File: config.mk
export PLATFORM = sky130hd
export DESIGN_NAME = instr_fetch_unit
export DESIGN_NICKNAME = d
export VERILOG_FILES = /design/src/rtl/instr_fetch_unit.sv
export SDC_FILE = /design/constraint.sdc
export NUM_CORES = 1
export LEC_CHECK = 0
export BUFFER_PORTS_ARGS = -buffer_cell sky130_fd_sc_hd__buf_4
export CORE_UTILIZATION = 50
export DETAILED_ROUTE_END_ITERATION = 12
export PLACE_DENSITY = 0.77
export REMOVE_ABC_BUFFERS = 1
export SLEW_MARGIN = 5
export SYNTH_ARGS = -nofsm -noshare
export SYNTH_HDL_FRONTEND = slang
export SYNTH_SLANG_ARGS = --single-unit
File: constraint.sdc
create_clock -name clk -period 2.3 [get_ports clk]
set_clock_uncertainty 0.15 [all_clocks]
set_input_delay 0.23 -clock clk [delete_from_list [all_inputs] [get_ports clk]]
set_output_delay 0.23 -clock clk [all_outputs]
set_load 0.05 [all_outputs]
File: src/rtl/instr_fetch_unit.sv
// Instruction fetch: word-index PC, synchronous-ROM reads, FWFT prefetch FIFO, redirect flush.
// Optional macro FETCH_STATS_EN adds saturating fetch_count / flush_count outputs.
module instr_fetch_unit #(
   parameter int ROM_DEPTH  = 16,
   parameter int FIFO_DEPTH = 4,
   parameter int PC_W       = 32
) (
   input  logic            clk,
   input  logic            reset,
   output logic            rom_req,
   output logic [PC_W-1:0] rom_addr,
   input  logic [31:0]     rom_data,
   output logic            instr_valid,
   output logic [31:0]     instr,
   output logic [PC_W-1:0] instr_pc,
   input  logic            instr_ready,
   input  logic            redirect_valid,
   input  logic [PC_W-1:0] redirect_pc,
   input  logic            halt
`ifdef FETCH_STATS_EN
   ,
   output logic [15:0]     fetch_count,
   output logic [15:0]     flush_count
`endif
);

   localparam int FW = $clog2(FIFO_DEPTH);
   localparam int CW = FW + 1;
   localparam logic [PC_W-1:0] PC_MASK  = PC_W'(ROM_DEPTH - 1);
   localparam logic [PC_W-1:0] PC_ONE   = PC_W'(1);
   localparam logic [CW-1:0]   CNT_ONE  = CW'(1);
   localparam logic [CW-1:0]   FIFO_CAP = CW'(FIFO_DEPTH);
   localparam logic [FW-1:0]   PTR_ONE  = FW'(1);

   typedef enum logic [1:0] {
      ST_IDLE  = 2'd0,
      ST_RUN   = 2'd1,
      ST_DRAIN = 2'd2
   } state_t;

   state_t          state_q, state_d;
   logic [PC_W-1:0] fetch_pc_q, fetch_pc_d;
   logic            pend_q, pend_d;
   logic [PC_W-1:0] pend_pc_q, pend_pc_d;
   logic [FW-1:0]   wr_ptr_q, wr_ptr_d, rd_ptr_q, rd_ptr_d;
   logic [CW-1:0]   count_q, count_d;
   logic [31:0]     mem_instr_q [FIFO_DEPTH];
   logic [31:0]     mem_instr_d [FIFO_DEPTH];
   logic [PC_W-1:0] mem_pc_q [FIFO_DEPTH];
   logic [PC_W-1:0] mem_pc_d [FIFO_DEPTH];

   logic            redir_s, push_s, pop_s, rom_req_s;
   logic [CW-1:0]   credit_s;

   // Credit counts buffered words plus the in-flight read, so a full FIFO never sees a push
   always_comb begin
      redir_s   = redirect_valid && (state_q != ST_IDLE);
      credit_s  = count_q + {{FW{1'b0}}, pend_q};
      rom_req_s = (state_q == ST_RUN) && !redirect_valid && (credit_s < FIFO_CAP);
      push_s    = pend_q && !redir_s;
      pop_s     = (count_q != {CW{1'b0}}) && instr_ready && !redir_s;
   end

   assign rom_req     = rom_req_s;
   assign rom_addr    = fetch_pc_q;
   assign instr_valid = (count_q != {CW{1'b0}});
   assign instr       = mem_instr_q[rd_ptr_q];
   assign instr_pc    = mem_pc_q[rd_ptr_q];

   // Next-state: FSM, PC advance, pending read tracking, FIFO push/pop and flush
   always_comb begin
      state_d     = state_q;
      fetch_pc_d  = fetch_pc_q;
      pend_d      = 1'b0;
      pend_pc_d   = pend_pc_q;
      wr_ptr_d    = wr_ptr_q;
      rd_ptr_d    = rd_ptr_q;
      count_d     = count_q;
      mem_instr_d = mem_instr_q;
      mem_pc_d    = mem_pc_q;

      case (state_q)
         ST_IDLE:  state_d = ST_RUN;
         ST_RUN:   if (halt) state_d = ST_DRAIN; else state_d = ST_RUN;
         ST_DRAIN: if (!halt) state_d = ST_RUN; else state_d = ST_DRAIN;
         default:  state_d = ST_IDLE;
      endcase

      if (redir_s) begin
         // Dropping pend discards the returning stale word
         fetch_pc_d = redirect_pc & PC_MASK;
         pend_d     = 1'b0;
         count_d    = {CW{1'b0}};
         rd_ptr_d   = wr_ptr_q;
      end else begin
         if (rom_req_s) begin
            fetch_pc_d = (fetch_pc_q + PC_ONE) & PC_MASK;
            pend_d     = 1'b1;
            pend_pc_d  = fetch_pc_q;
         end else begin
            pend_d     = 1'b0;
         end
         if (push_s) begin
            mem_instr_d[wr_ptr_q] = rom_data;
            mem_pc_d[wr_ptr_q]    = pend_pc_q;
            wr_ptr_d              = wr_ptr_q + PTR_ONE;
         end else begin
            wr_ptr_d              = wr_ptr_q;
         end
         if (pop_s) begin
            rd_ptr_d = rd_ptr_q + PTR_ONE;
         end else begin
            rd_ptr_d = rd_ptr_q;
         end
         case ({push_s, pop_s})
            2'b10:   count_d = count_q + CNT_ONE;
            2'b01:   count_d = count_q - CNT_ONE;
            default: count_d = count_q;
         endcase
      end
   end

   // State and datapath registers
   always_ff @(posedge clk or negedge reset) begin
      if (!reset) begin
         state_q    <= ST_IDLE;
         fetch_pc_q <= {PC_W{1'b0}};
         pend_q     <= 1'b0;
         pend_pc_q  <= {PC_W{1'b0}};
         wr_ptr_q   <= {FW{1'b0}};
         rd_ptr_q   <= {FW{1'b0}};
         count_q    <= {CW{1'b0}};
         for (int i = 0; i < FIFO_DEPTH; i++) begin
            mem_instr_q[i] <= 32'd0;
            mem_pc_q[i]    <= {PC_W{1'b0}};
         end
      end else begin
         state_q     <= state_d;
         fetch_pc_q  <= fetch_pc_d;
         pend_q      <= pend_d;
         pend_pc_q   <= pend_pc_d;
         wr_ptr_q    <= wr_ptr_d;
         rd_ptr_q    <= rd_ptr_d;
         count_q     <= count_d;
         mem_instr_q <= mem_instr_d;
         mem_pc_q    <= mem_pc_d;
      end
   end

`ifdef FETCH_STATS_EN
   logic [15:0] fetch_count_q, fetch_count_d;
   logic [15:0] flush_count_q, flush_count_d;

   // Saturating counters; a flush counts only when something was actually discarded
   always_comb begin
      fetch_count_d = fetch_count_q;
      flush_count_d = flush_count_q;
      if (pop_s && (fetch_count_q != 16'hFFFF)) begin
         fetch_count_d = fetch_count_q + 16'd1;
      end else begin
         fetch_count_d = fetch_count_q;
      end
      if (redir_s && ((count_q != {CW{1'b0}}) || pend_q) && (flush_count_q != 16'hFFFF)) begin
         flush_count_d = flush_count_q + 16'd1;
      end else begin
         flush_count_d = flush_count_q;
      end
   end

   // Statistics registers
   always_ff @(posedge clk or negedge reset) begin
      if (!reset) begin
         fetch_count_q <= 16'd0;
         flush_count_q <= 16'd0;
      end else begin
         fetch_count_q <= fetch_count_d;
         flush_count_q <= flush_count_d;
      end
   end

   assign fetch_count = fetch_count_q;
   assign flush_count = flush_count_q;
`endif

endmodule

Word-level counts from Yosys, hierarchy flattened
Cells that the tools add are included.
- add/sub/neg operators: 6
- bitwise logic cells: 3
- mux-type cells: 20
- reductions and logical operators: 18
- $lt $le $gt $ge: 4
- equality and inequality tests: 4
- operators with widths (operator ; number):
    bitwise mux 128 bit ; 2
    2-to-1 mux 32 bit ; 7
    binary-select mux 32 bit (select 2 bit) ; 2
    demux 32 bit (select 2 bit) ; 1
    logical AND 1 bit ; 7
    >= comparator 3 bit, second input constant ; 2
    2-to-1 mux 2 bit ; 3
    inverter 2 -> 3 bit ; 2
    one-hot mux 3 bit (2 select lines) ; 1
    nonzero test 2 bit ; 3
    nonzero test 3 bit ; 2
    adder 2 x 1 -> 2 bit, second input constant ; 2
    adder 4 x 1 -> 4 bit, second input constant ; 1
    equality test 2 x 1 -> 1 bit, second input constant ; 2
    equality test 2 bit, second input constant ; 2
    one-hot mux 2 bit (2 select lines) ; 1
    AND reduction 2 bit ; 2
    adder 3 x 1 -> 3 bit ; 1
    adder 3 x 1 -> 3 bit, second input constant ; 1
    less-than comparator 3 x 1 -> 1 bit, second input constant ; 1
    less-than comparator 3 bit, second input constant ; 1
    2-to-1 mux 3 bit ; 1
    subtractor 3 x 1 -> 3 bit, second input constant ; 1
    logical NOT 1 bit ; 2
    other kinds (4) ; 5
- bits in registers: 330
- word-level logic and storage cells: 70
- output and inout bits: 98
- input port bits: 69

Longest topological paths before layout
- word-level depth: 7
- gate-level depth with buffers: 9

Worst setup path before layout
Ideal clock, no wire load.
- kind: reg2reg
- from: register state_q[0]
- to: register count_q[2]
- arrival time: 1.938 ns
- data required time: 2.016 ns
- stages on the path, launching flop included: 10
- path slack: 0.078 ns
- period minus slack after synthesis: 2.222 ns
- library setup time: 0.134 ns
- buffers on the path: 1
- cells stage by stage: dfrtp_1 > inv_1 > ha_1 > and2b_2 > clkbuf_1 > nor3_1 > fa_1 > nor3_1 > o21ai_0 > nor3b_1
- longest elaborated chain between the ends: 7
- elaborated cells on any way between the ends: 10
- classes of those cells: 2 x eq/ne; 2 x mux; 6 x reduce/logical
- RTL lines (item ; RTL line ; RTL):
    from (decl) ; 41 ; state_t state_q, state_d;
    from (signal assigned) ; 138 ; state_q <= state_d;
    nonzero test 2 bit (*) ; 57 ; redir_s = redirect_valid && (state_q != ST_IDLE);
    logical AND 1 bit (*) ; 57 ;
    logical NOT 1 bit ; 60, 61 ;
    logical AND 1 bit (on tied branches) ; 61, 60 ;
    equality test 2 x 1 -> 1 bit or equality test 2 bit (tied branches) ; 115 ; case ({push_s, pop_s})
    one-hot mux 3 bit (2 select lines) ; 115 ;
    2-to-1 mux 3 bit ; 89 ; if (redir_s) begin
    to (signal assigned) ; 132 ; count_q <= {CW{1'b0}};
    to (signal assigned) ; 144 ; count_q <= count_d;
    to (decl) ; 46 ; logic [CW-1:0] count_q, count_d;
Every way passes the cells marked *; elsewhere a longest branch is shown, timed or not.
A chain may end at the register's enable or synchronous reset.

Worst setup path after layout
- from: register rd_ptr_q[0]
- to: output instr[28]
- longest elaborated chain between the ends: 4
- RTL lines (item ; RTL line ; RTL):
    from (decl) ; 45 ; logic [FW-1:0] wr_ptr_q, wr_ptr_d, rd_ptr_q, rd_ptr_d;
    from (signal assigned) ; 131 ; rd_ptr_q <= {FW{1'b0}};
    from (signal assigned) ; 143 ; rd_ptr_q <= rd_ptr_d;
    inverter 2 -> 3 bit (not written as such) ; 67 ; assign instr = mem_instr_q[rd_ptr_q];
    binary-select mux 32 bit (select 2 bit) ; 67 ;
    2-to-1 mux 32 bit (not written as such) (2 in series) ; 67 ;
    to (decl) ; 14 ; output logic [31:0] instr,
Every way passes these cells. The select of a mux whose other input is x is not followed.

==> impl_metrics.ini <==
[clock_network]
clockBufferDepth = 2
post_cts_buffers = 0
clk_pin_slew_worst_paths_ns = 0.06
htree_levels = 4
clock-sinks = 162
clk_latency_ns = 0.43
root_buffer = clkbuf_16
tritoncts = done
cts_buffers = 17

[pwr]
p_leak_nw = 4.89
power_density_nw_per_um2 = 1640
peakVddDrop_mv = 0.988

[hold_path]
min-delay-start = instr_ready
hold_path_depth = 4
hold_class = input port to flip-flop
hold_end = rd_ptr_q[1]

[routing]
firstDrtPassIters = 4
drtIter0Drc = 154
drcViolationCount = 0
routedWlPerCell_um = 18.3
wirelength_um = 15800
ant_nets = 0
vias = 4439
vias_per_cell = 5.16

[critical_path]
r2r_start = state_q[0]
critPathMaxFanout = 28
regToRegEndpoint = mem_instr_q[42]
endpoint_kind = primary output
crit_required_ns = 1.92
worstSetupPathType = flip-flop to primary output
cp.arrival_ns = 1.85
reg2reg_depth = 6
worst_setup_path_start_kind = flip-flop
reg2reg_slack_ns = 0.13

[timing]
worst_slew_pin_slew_ns = 0.591
rsz0062_at_grt = no
setup_violations = 0
fin_crit_sh_pct = 97.0
holdWs_ns = 0.0886
finalHoldViolCount = 0
clock.fmax_ghz = 0.448
period_minus_slack_ns = 2.23
maxSlewHeadroom_pct = 60.6
slew_violations = 0

[global_route]
grt_antenna_before_repair = 0
grt_pass1_vias = 4745
grt_usage_pct = 20.1
overflow = 0
grt_max_degree = 64
grt_pass1_wl_um = 25500

[floorplanning]
die_x_um = 131
coreArea_um2 = 16000
num_rows = 46
die_h_um = 131
io_pins = 167
dieArea_um2 = 17000
start_util_pct = 51.6

[place]
portBuffers = 82
hpwl_um = 9720
gp_congestion = 0.774
post-place-cells = 789

[logic_synthesis]
ys_seq_area_share_pct = 49.1
yosys_warnings = 0
ys_ff_latch = 162
synthTopCellsByArea = dfrtp_1 49%, mux2_4 22%, mux4_2 9.8%
synth.most_common_cell = dfrtp_1
yosys-top-cells-count = 162 x dfrtp_1, 120 x mux2_4, 58 x buf_4
synth_largest_area_cell = dfrtp_1
synth_top_area_share_pct = 49.1
postSynthAreaPerCell_um2 = 16.3
ys.flop_type = dfrtp_1
synth_cell_type_count = 37
synthCells = 506
synth_area_um2 = 8260
ys_async_sr_fraction_pct = 100
synth-edff-count = 0

[layout]
antenna_cells = 0
final_layout_size_suffix_gt1_share_pct = 49.0
nNetsFinal = 710
fin_cells = 861
syn2layout_area_growth_pct = 18.1

[outcome]
outcome = finished, final reports clean

[run]
drv_cap = 0
[stage by stage]
step / area (um2) / setup WS (ns) / TNS (ns) / power [W] / utilization, %
2_1_floorplan: 7740 / -0.459 / -16.62 / 0.0110 / -
3_3_place_gp: 8750 / 0.186 / 0 / 0.0129 / 54.7
3_5_place_dp: 8750 / 0.140 / 0 / 0.0132 / 54.7
4_1_cts: 9740 / 0.0109 / 0 / 0.0161 / 60.9
5_1_grt: 9760 / 0.000250 / 0 / 0.0168 / 61.0
6_report: 9760 / 0.0689 / 0 / 0.0161 / 61.0
[cell families after synthesis]
| family | share of synthesized area, % |
|---|---|
| xor+xnor | 0.530 |
| fa+ha+maj | 1.45 |
| simple gates | 3.51 |
| buf+inv | 9.21 |
| flops | 49.1 |
| mux | 34.9 |
| compound gates | 1.32 |
| other cells | 0.0454 |
[placed cells by master (no fill, tap or decap), types with 2 or more instances in the layout]
cell type / count
nand3_1: 4
clkbuf_16: 17
or3_1: 2
buf_6: 5
nor3b_1: 2
bufinv_16: 3
buf_12: 4
ha_1: 8
inv_1: 7
xor2_1: 2
mux2_2: 24
nand2_1: 19
dfrtp_1: 158
mux2_4: 120
clkinv_2: 6
nand2_8: 4
dfrtp_2: 3
conb_1: 56
xnor2_1: 3
o21ai_0: 7
nor3_1: 4
a21oi_1: 3
buf_4: 82
clkinv_4: 4
dlygate4sd3_1: 40
mux4_2: 36
nor2_1: 4
[metal layers]
| metal | track usage [%] | vias up | part of all wire, % |
|---|---|---|---|
| met4 | 5.34 | 0 | 1.0 |
| met2 | 33.5 | 127 | 50 |
| met3 | 5.54 | 15 | 4.2 |
| met1 | 25.8 | 2344 | 45 |
| li1 | - | 1953 | - |
| met5 | 0 | - | 0 |
[worst max-delay path by stage]
| stage | startpoint | to | slack (ns) | cells after the start |
|---|---|---|---|---|
| 2_1_floorplan | rd_ptr_q[0] | instr[0] | -0.46 | 1 |
| 3_3_place_gp | state_q[0] | mem_instr_q[37] | 0.19 | 6 |
| 3_5_place_dp | state_q[0] | mem_instr_q[50] | 0.14 | 6 |
| 4_1_cts | rd_ptr_q[1] | instr[4] | 0.01 | 3 |
| 5_1_grt | rd_ptr_q[0] | instr[23] | 0.0003 | 3 |
| 6_report | rd_ptr_q[0] | instr[28] | 0.07 | 3 |
[worst max-delay path, cell delays in order (launching register included)]
cell and delay, ns:
dfrtp_2 0.38, buf_12 0.26, mux4_2 0.56, buf_4 0.21
[state kept, by name, summed over array words and instances, names as in the netlist]
register     count
rom_addr         4
state_q          2
pend_pc_q        4
rd_ptr_q         2
pend_q           1
mem_pc_q        16
wr_ptr_q         2
count_q          3
mem_instr_q    128
[final cells by class]
class | instances | area [um2]
Clock buffer | 18 | 429
Clock inverter | 14 | 164
Fill cell | 1195 | 6240
Inverter | 8 | 30.0
Multi-Input combinational cell | 312 | 3660
Sequential cell | 162 | 4060
Tap cell | 216 | 270
Timing Repair Buffer | 131 | 1150
[power by group]
group / switching, W / internal [W]
registers: 0.000915 / 0.00421
logic: 0.00427 / 0.00380
clock network: 0.00115 / 0.00170
[what timing repair did]
item                                   4_1_cts  5_1_grt
hold buffers                                40        0
setup endpoints to repair                    0        8
gates resized for setup                      0        7
endpoints found under the hold margin      193        0
No activity file was read; power rests on OpenSTA's default activity.
